`config.mk`:
```
export PLATFORM = sky130hd
export DESIGN_NAME = serial_adder
export DESIGN_NICKNAME = d
export VERILOG_FILES = /design/src/rtl/serial_adder.sv
export SDC_FILE = /design/constraint.sdc
export NUM_CORES = 1
export LEC_CHECK = 0
export ABC_CLOCK_PERIOD_IN_PS = 3170
export BUFFER_PORTS_ARGS = -buffer_cell sky130_fd_sc_hd__buf_2
export CORE_ASPECT_RATIO = 1.25
export CORE_UTILIZATION = 55
export DETAILED_ROUTE_END_ITERATION = 8
export PLACE_DENSITY = 0.77
export SLEW_MARGIN = 10
export SYNTH_ARGS = -nofsm -noshare
export SYNTH_HDL_FRONTEND = slang
export SYNTH_SLANG_ARGS = --single-unit
```
`constraint.sdc`:
```
create_clock -name clk -period 3.17 [get_ports clk]
set_input_delay 0.634 -clock clk [delete_from_list [all_inputs] [get_ports clk]]
set_output_delay 0.634 -clock clk [all_outputs]
set_load 0.02 [all_outputs]
```
`src/rtl/serial_adder.sv`:
```
// Digit-serial adder: one DIGIT-bit slice plus a registered carry, iterated WIDTH/DIGIT times.
// Optional SERIAL_ADDER_SUB_EN adds a 'sub' port turning the block into a subtractor (cin = borrow-in).
module serial_adder_slice #(
    parameter int DIGIT = 1
) (
    input  logic [DIGIT-1:0] x,
    input  logic [DIGIT-1:0] y,
    input  logic             ci,
    output logic [DIGIT-1:0] s,
    output logic             co
);
    assign {co, s} = {1'b0, x} + {1'b0, y} + {{DIGIT{1'b0}}, ci};
endmodule

module serial_adder #(
    parameter int WIDTH = 8,
    parameter int DIGIT = 1
) (
    input  logic             clk,
    input  logic             rst,
    input  logic             in_valid,
    output logic             in_ready,
    input  logic [WIDTH-1:0] a,
    input  logic [WIDTH-1:0] b,
    input  logic             cin,
    output logic             out_valid,
    input  logic             out_ready,
    output logic [WIDTH-1:0] sum,
    output logic             cout,
    output logic             busy
`ifdef SERIAL_ADDER_SUB_EN
   ,input  logic             sub
`endif
);
    localparam int NDIG = WIDTH / DIGIT;
    localparam int CW   = (NDIG > 1) ? $clog2(NDIG) : 1;

    if (WIDTH < 1 || DIGIT < 1 || (WIDTH % DIGIT) != 0) begin : g_bad_params
        $error("serial_adder: DIGIT must be >= 1 and divide WIDTH evenly");
    end

    typedef enum logic [1:0] {IDLE, RUN, DONE} state_t;
    state_t state, state_next;

    logic [WIDTH-1:0]       a_sh, b_sh, res_sh, res_next, b_in;
    logic [WIDTH+DIGIT-1:0] res_cat;
    logic [CW-1:0]          cnt;
    logic                   carry, carry0, last;
    logic [DIGIT-1:0]       slice_s;
    logic                   slice_co;

`ifdef SERIAL_ADDER_SUB_EN
    // a - b - cin == a + ~b + ~cin, so the slice stays a plain adder
    assign b_in   = sub ? ~b : b;
    assign carry0 = cin ^ sub;
`else
    assign b_in   = b;
    assign carry0 = cin;
`endif

    serial_adder_slice #(.DIGIT(DIGIT)) u_slice (
        .x  (a_sh[DIGIT-1:0]),
        .y  (b_sh[DIGIT-1:0]),
        .ci (carry),
        .s  (slice_s),
        .co (slice_co)
    );

    // New digit enters at the top; after NDIG shifts the LSB digit sits at bit 0
    assign res_cat  = {slice_s, res_sh};
    assign res_next = res_cat[WIDTH+DIGIT-1:DIGIT];
    assign last     = (cnt == CW'(NDIG - 1));

    assign in_ready  = (state == IDLE);
    assign busy      = (state == RUN);
    assign out_valid = (state == DONE);

    always_ff @(posedge clk or posedge rst) begin
        if (rst) state <= IDLE;
        else     state <= state_next;
    end

    always_comb begin
        state_next = state;
        case (state)
            IDLE:    if (in_valid)  state_next = RUN;
            RUN:     if (last)      state_next = DONE;
            DONE:    if (out_ready) state_next = IDLE;
            default: state_next = IDLE;
        endcase
    end

    always_ff @(posedge clk or posedge rst) begin
        if (rst) begin
            a_sh   <= '0;
            b_sh   <= '0;
            res_sh <= '0;
            carry  <= 1'b0;
            cnt    <= '0;
            sum    <= '0;
            cout   <= 1'b0;
        end else begin
            case (state)
                IDLE: if (in_valid) begin
                    a_sh  <= a;
                    b_sh  <= b_in;
                    carry <= carry0;
                    cnt   <= '0;
                end
                RUN: begin
                    a_sh   <= a_sh >> DIGIT;
                    b_sh   <= b_sh >> DIGIT;
                    res_sh <= res_next;
                    carry  <= slice_co;
                    cnt    <= cnt + CW'(1);
                    // sum/cout only move here, so they hold through DONE, IDLE and the next RUN
                    if (last) begin
                        sum  <= res_next;
                        cout <= slice_co;
                    end
                end
                default: ;
            endcase
        end
    end
endmodule

```
==> results of run 1 <==
[placed cells by master, fill, tap and decap left out, types with 2 or more instances in the layout]
cell type  count
a211oi_1      10
a221oi_1       3
a222oi_1       2
a22o_2         2
buf_2         32
buf_4          2
clkbuf_8       5
clkinv_2       2
dfrtp_1       38
ha_1           2
inv_1         19
mux2_2         4
mux2_4        13
nand2b_1       3
nor2b_1        5
nor3b_1       13
nor4b_1       10
[cell families (layout without fill, tap and decap cells)]
group                    count (synthesis)  count (layout)
flip-flops                              38              38
AND/OR/NAND/NOR                         36              36
buffers and inverters                   30              61
AO/OA/AOI/OAI                           22              22
multiplexers                            17              17
adder cells (fa/ha/maj)                  3               3
[power by group]
group | internal (mW) | switching (mW) | total [mW] | leakage, nW
sequential | 0.719 | 0.169 | 0.888 | 0.449
combinational | 0.469 | 0.408 | 0.877 | 0.525
clock | 0.232 | 0.172 | 0.403 | 0.0579
[worst paths after layout]
kind	start	end	depth (start not counted)
worst max register to register	state[1]	sum[7]	2
worst max-delay path	state[1]	busy	2
max in group asynchronous	rst	b_sh[3]	3
worst min register to register	sum[5]	sum[5]	1
min in group clk	sum[5]	sum[5]	1
worst min-delay path	rst	a_sh[2]	3
[layer usage]
metal  GRT usage [%]  wire, µm
met1           26.98      1554
met2           33.99      1602
met3           5.405       104
met4           8.654        59
met5               0         0
[synthesized netlist by cell type, drive strengths merged]
master    n
nor2b     6
inv      19
dfrtp    38
o311ai    1
o21ai     1
nor4b    10
fa        1
nor3b    13
nand2b    3
ha        2
nand2     1
a32o      1
nor2      1
buf      11
a211oi   10
a221oi    3
o21bai    1
a222oi    2
a22o      2
nand4bb   1
a21oi     1
mux2     17
nand3b    1
[state kept, by name (all words and copies together) (netlist names)]
signal,flops
cnt,3
res_sh,7
sum,8
a_sh,8
carry,1
state,2
b_sh,8
cout,1
[final cells by class]
cell class                      instances  area (µm²)  share of cell area, %
Sequential cell                        38       950.9                  45.18
Inverter                               19       71.32                  3.389
Tap cell                               37       46.29                  2.200
Multi-Input combinational cell         78       752.0                  35.73
Clock buffer                            5       68.82                  3.270
Clock inverter                          3       40.04                  1.902
Timing Repair Buffer                   34       175.2                  8.323
[worst reg2reg max path, delay by kind of cell (launching register included)]
kind          cells  cell delay (ns)
flops             1             0.99
simple gates      1             0.62
mux               1             0.36
==> results by group, run 1 <==
Global routing
  • Initial antenna violation count: 0
  • First-pass GRT wire length: 5471 µm
  • Pin count of the biggest net entering global routing: 39
  • Grt ovf: 0
  • Number of global-route vias before repair: 1,175
  • Overall Global Routing Usage: 21.29%

Layout
  • Layout filler cell count: 257
  • Final instance area: 2105 µm²
  • Final Core Density: 65.30%
  • Area grow syn2layout: 11.84%
  • Cell Count, Final, Fillers Out: 214
  • Number of diodes: 0
  • Final Net Count: 200
  • Layout cell share with drive strength beyond 1: 36.16%

Power
  • Leak: 1.032 nW
  • Pwr dens: 1030 nW/µm²
  • Power Total: 2.169 mW
  • Peak supply drop: 0.0006813 V

Synth
  • Largest family of logic cells by synthesized area: simple AND/OR/NAND/NOR gates
  • Netlist Area Pre-Place: 1882 µm²
  • Synth Register Bits: 38
  • Area leader, netlist: dfrtp_1
  • Compound-Gate Fraction of Synth Area: 10.04%
  • Mux cell area share after synthesis: 12.77%
  • Simple-Gate Fraction of Synth Area: 14.76%
  • Syn_area_per_cell: 12.89 µm²
  • Post-Synth XOR/XNOR Area: 0%
  • Adder-Cell Fraction of Synth Area: 2.394%
  • Top cell type's share of synthesized area: 50.53%
  • Area contributors post-synth: dfrtp_1 51%, mux2_4 10%, nor3b_1 5.2%
  • Seq/Total Area, Yosys: 50.53%
  • Syn nets: 170
  • Yosys warning count: 0
  • Synthesized instance count: 146
  • Count of cell types in the netlist: 28

Worst setup path
  • Critical Path Source Type: flip-flop
  • CP arrival: 1.77 ns
  • Crit path kind: flip-flop to primary output
  • Buffers plus inverters on the worst setup path: 1
  • CP Capture Type: primary output
  • Crit path cell chain: nor2b_4 > buf_2
  • Worst path max stage delay: 0.74 ns
  • Worst path required time: 2.54 ns
  • CP max-delay cell: dfrtp_1
  • Delay-heaviest family, CP: flip-flops
  • R2R Setup Slk: 1.09 ns
  • Maximum fanout along the worst path: 31

Floorplan
  • Starting Density: 58.39%
  • Chip height: 67.40 µm
  • Die ar.: 3661 µm²
  • Site row count: 23
  • Num ports: 33
  • CORE AREA: 3223 µm²
  • Die Wd: 54.32 µm

Clock network
  • Worst skew pair latency: 0.29 ns
  • Root Buffer: clkbuf_8
  • CTS buffer count: 5
  • CTS clk-pin slew, worst paths: 0.08 ns
  • Longest Clk Path Bufs: 2
  • Hold buffer count at cts: 0
  • H-tree levels: 2
  • Clock Sinks: 38
  • Post-cts repair resize count: 0
  • TritonCTS clock tree: done
  • Post-CTS Setup Bufs: 0

Min path
  • Worst hold-check path type: input port to async pin

Timing
  • Hold Violations, Final: 0
  • Setup TNS: 0 ns
  • Relative slew slack: 34.48%
  • Final Cycle Share: 75.83%
  • WHS: 0.4380 ns
  • RSZ-0062 raised after global routing: no
  • Max frequency: 0.4160 GHz
  • Final Setup Violations: 0
  • Slew @ Worst Pin: 0.9829 ns
  • Final Slew Violations: 0
  • Layout Skew: 0.008752 ns
  • Final worst slack: 0.7663 ns
  • Fin crit period: 2.404 ns

Placement
  • Cell Count Post-Placement: 206
  • Area after DPL: 1996 µm²
  • Port bufs: 32
  • GP Congestion: 0.6988
  • DP Worst Slack: 1.061 ns
  • Post-DP HPWL: 2233 µm

Routing
  • DRC Markers: 0
  • Final wirelength: 3321 µm
  • Detailed-router iteration count before antenna repair: 4
  • DR iter-0 viols: 19
  • Via Count: 1,206
  • Routed wire per std cell: 15.52 µm
  • Final ANT Viol Nets: 0
  • DR vias/cell: 5.636

Status
  • Status: completed

Run
  • Max_cap viols: 0
Power figures use the tool's default switching activity.
==> inputs of run 2 (changes only) <==
Settings changed: ABC_CLOCK_PERIOD_IN_PS 3170 to 2300.
Clock period 3.17 ns to 2.3 ns, I/O delays scaled along.
==> run 2 against run 1 <==
Net effect:
- clock skew fell by 0.0039 ns
- power rose by 45%
- routed wire length fell by 0.33%
- non-clock buffer count rose by 1
- flip-flop and latch count did not move
==> results by group, run 2 (same netlist as run 1, synthesis figures left out) <==
Floorplan
  • Die Wd: 54.32 µm
  • Die ar.: 3661 µm²
  • Starting Density: 58.39%
  • Site row count: 23
  • CORE AREA: 3223 µm²
  • Num ports: 33
  • Chip height: 67.40 µm

Timing
  • Final Slew Violations: 0
  • Hold Violations, Final: 0
  • RSZ-0062 raised after global routing: no
  • Slew @ Worst Pin: 0.6490 ns
  • WHS: 0.2704 ns
  • Max frequency: 0.4997 GHz
  • Setup TNS: 0 ns
  • Final Cycle Share: 87.01%
  • Fin crit period: 2.001 ns
  • Final Setup Violations: 0
  • Relative slew slack: 56.60%
  • Layout Skew: 0.004875 ns

Clock network
  • Post-cts repair resize count: 0
  • Hold buffer count at cts: 0
  • CTS buffer count: 5
  • Root Buffer: clkbuf_8
  • Worst skew pair latency: 0.29 ns
  • TritonCTS clock tree: done
  • Longest Clk Path Bufs: 2
  • Post-CTS Setup Bufs: 0
  • Clock Sinks: 38
  • CTS clk-pin slew, worst paths: 0.08 ns
  • H-tree levels: 2

Routing
  • Final wirelength: 3310 µm
  • DRC Markers: 0
  • Routed wire per std cell: 15.40 µm
  • Detailed-router iteration count before antenna repair: 5
  • DR iter-0 viols: 24
  • Final ANT Viol Nets: 0
  • DR vias/cell: 5.777
  • Via Count: 1,242

Power
  • Power Total: 3.140 mW
  • Pwr dens: 1463 nW/µm²
  • Leak: 1.051 nW
  • Peak supply drop: 0.0009416 V

Global routing
  • Number of global-route vias before repair: 1,211
  • Pin count of the biggest net entering global routing: 39
  • Overall Global Routing Usage: 21.36%
  • First-pass GRT wire length: 5471 µm
  • Initial antenna violation count: 0
  • Grt ovf: 0

Worst setup path
  • R2R cell count: 4
  • Maximum fanout along the worst path: 13
  • CP max-delay cell: dfrtp_1
  • Worst reg2reg startpoint: cnt[0]
  • Worst path max stage delay: 0.57 ns
  • Critical Path Source Type: flip-flop
  • Reg2Reg Capture Point: cout
  • Crit path cell chain: nor2b_4 > buf_2
  • CP arrival: 1.54 ns
  • Crit path kind: flip-flop to primary output
  • CP Capture Type: primary output
  • R2R Setup Slk: 0.57 ns
  • Worst path required time: 1.84 ns

Layout
  • Storage element area: 950.9 µm²
  • Biggest regs: a_sh (8), b_sh (8), sum (8)
  • Commonest non-fill, non-tap cells in the layout: 38 x dfrtp_1, 32 x buf_2, 19 x inv_1
  • Layout cell share with drive strength beyond 1: 36.52%
  • Footprint of the multi-input gates: 752.0 µm²
  • Most common cell after layout, fill and taps aside: dfrtp_1
  • Number of diodes: 0
  • Final Net Count: 201
  • Layout filler cell count: 249
  • Cell Count, Final, Fillers Out: 215
  • Area grow syn2layout: 14.03%

Status
  • Status: completed

Placement
  • Post-DP HPWL: 2248 µm
  • Cell Count Post-Placement: 207
  • GP Congestion: 0.6756
  • Port bufs: 32

Min path
  • Worst hold-check path type: input port to async pin

Run
  • Max_cap viols: 0
run 2: worst max-delay path: cells and delay by family, from the launching register on:
family        cells  cell delay (ns)
flops             1             0.57
simple gates      1             0.44
buf+inv           1             0.24
run 2: area by class of cell:
cell class	instances	share of cell area [%]
Sequential cell	38	44.31
Clock buffer	6	3.848
Timing Repair Buffer	35	8.513
Tap cell	37	2.157
Inverter	19	3.324
Clock inverter	2	2.799
Multi-Input combinational cell	78	35.04
run 2: how the worst max path moves through the flow:
stage,endpoint,depth (start not counted),startpoint
finish,busy,2,state[0]
global route,busy,2,state[0]
CTS,busy,2,state[0]
detailed placement,cout,4,cnt[0]
global placement,cout,4,cnt[0]
floorplan,cout,5,cnt[0]
run 2: where the power goes:
part           total [mW]  switching, mW  internal [mW]  leakage (nW)
Clock               0.695          0.232          0.463        0.0714
Combinational        1.24          0.587          0.652         0.531
Sequential           1.21          0.214          0.992         0.449
run 2: stage by stage:
stage / util [%] / cell area [µm²] / worst slack [ns]
global placement: 62.15 / 2003 / 0.6403
finish: 66.58 / 2146 / 0.2988
global route: 66.58 / 2146 / 0.1782
detailed placement: 62.15 / 2003 / 0.5737
CTS: 66.58 / 2146 / 0.2953
floorplan: - / 1882 / 0.8991
run 2: layer usage:
metal | global-route usage, % | up-vias | wire length, µm
met4 | 7.692 | 0 | 42
met1 | 26.53 | 629 | 1445
met2 | 34.76 | 30 | 1690
met5 | 0 | - | 0
met3 | 6.081 | 5 | 132
li1 | - | 578 | -
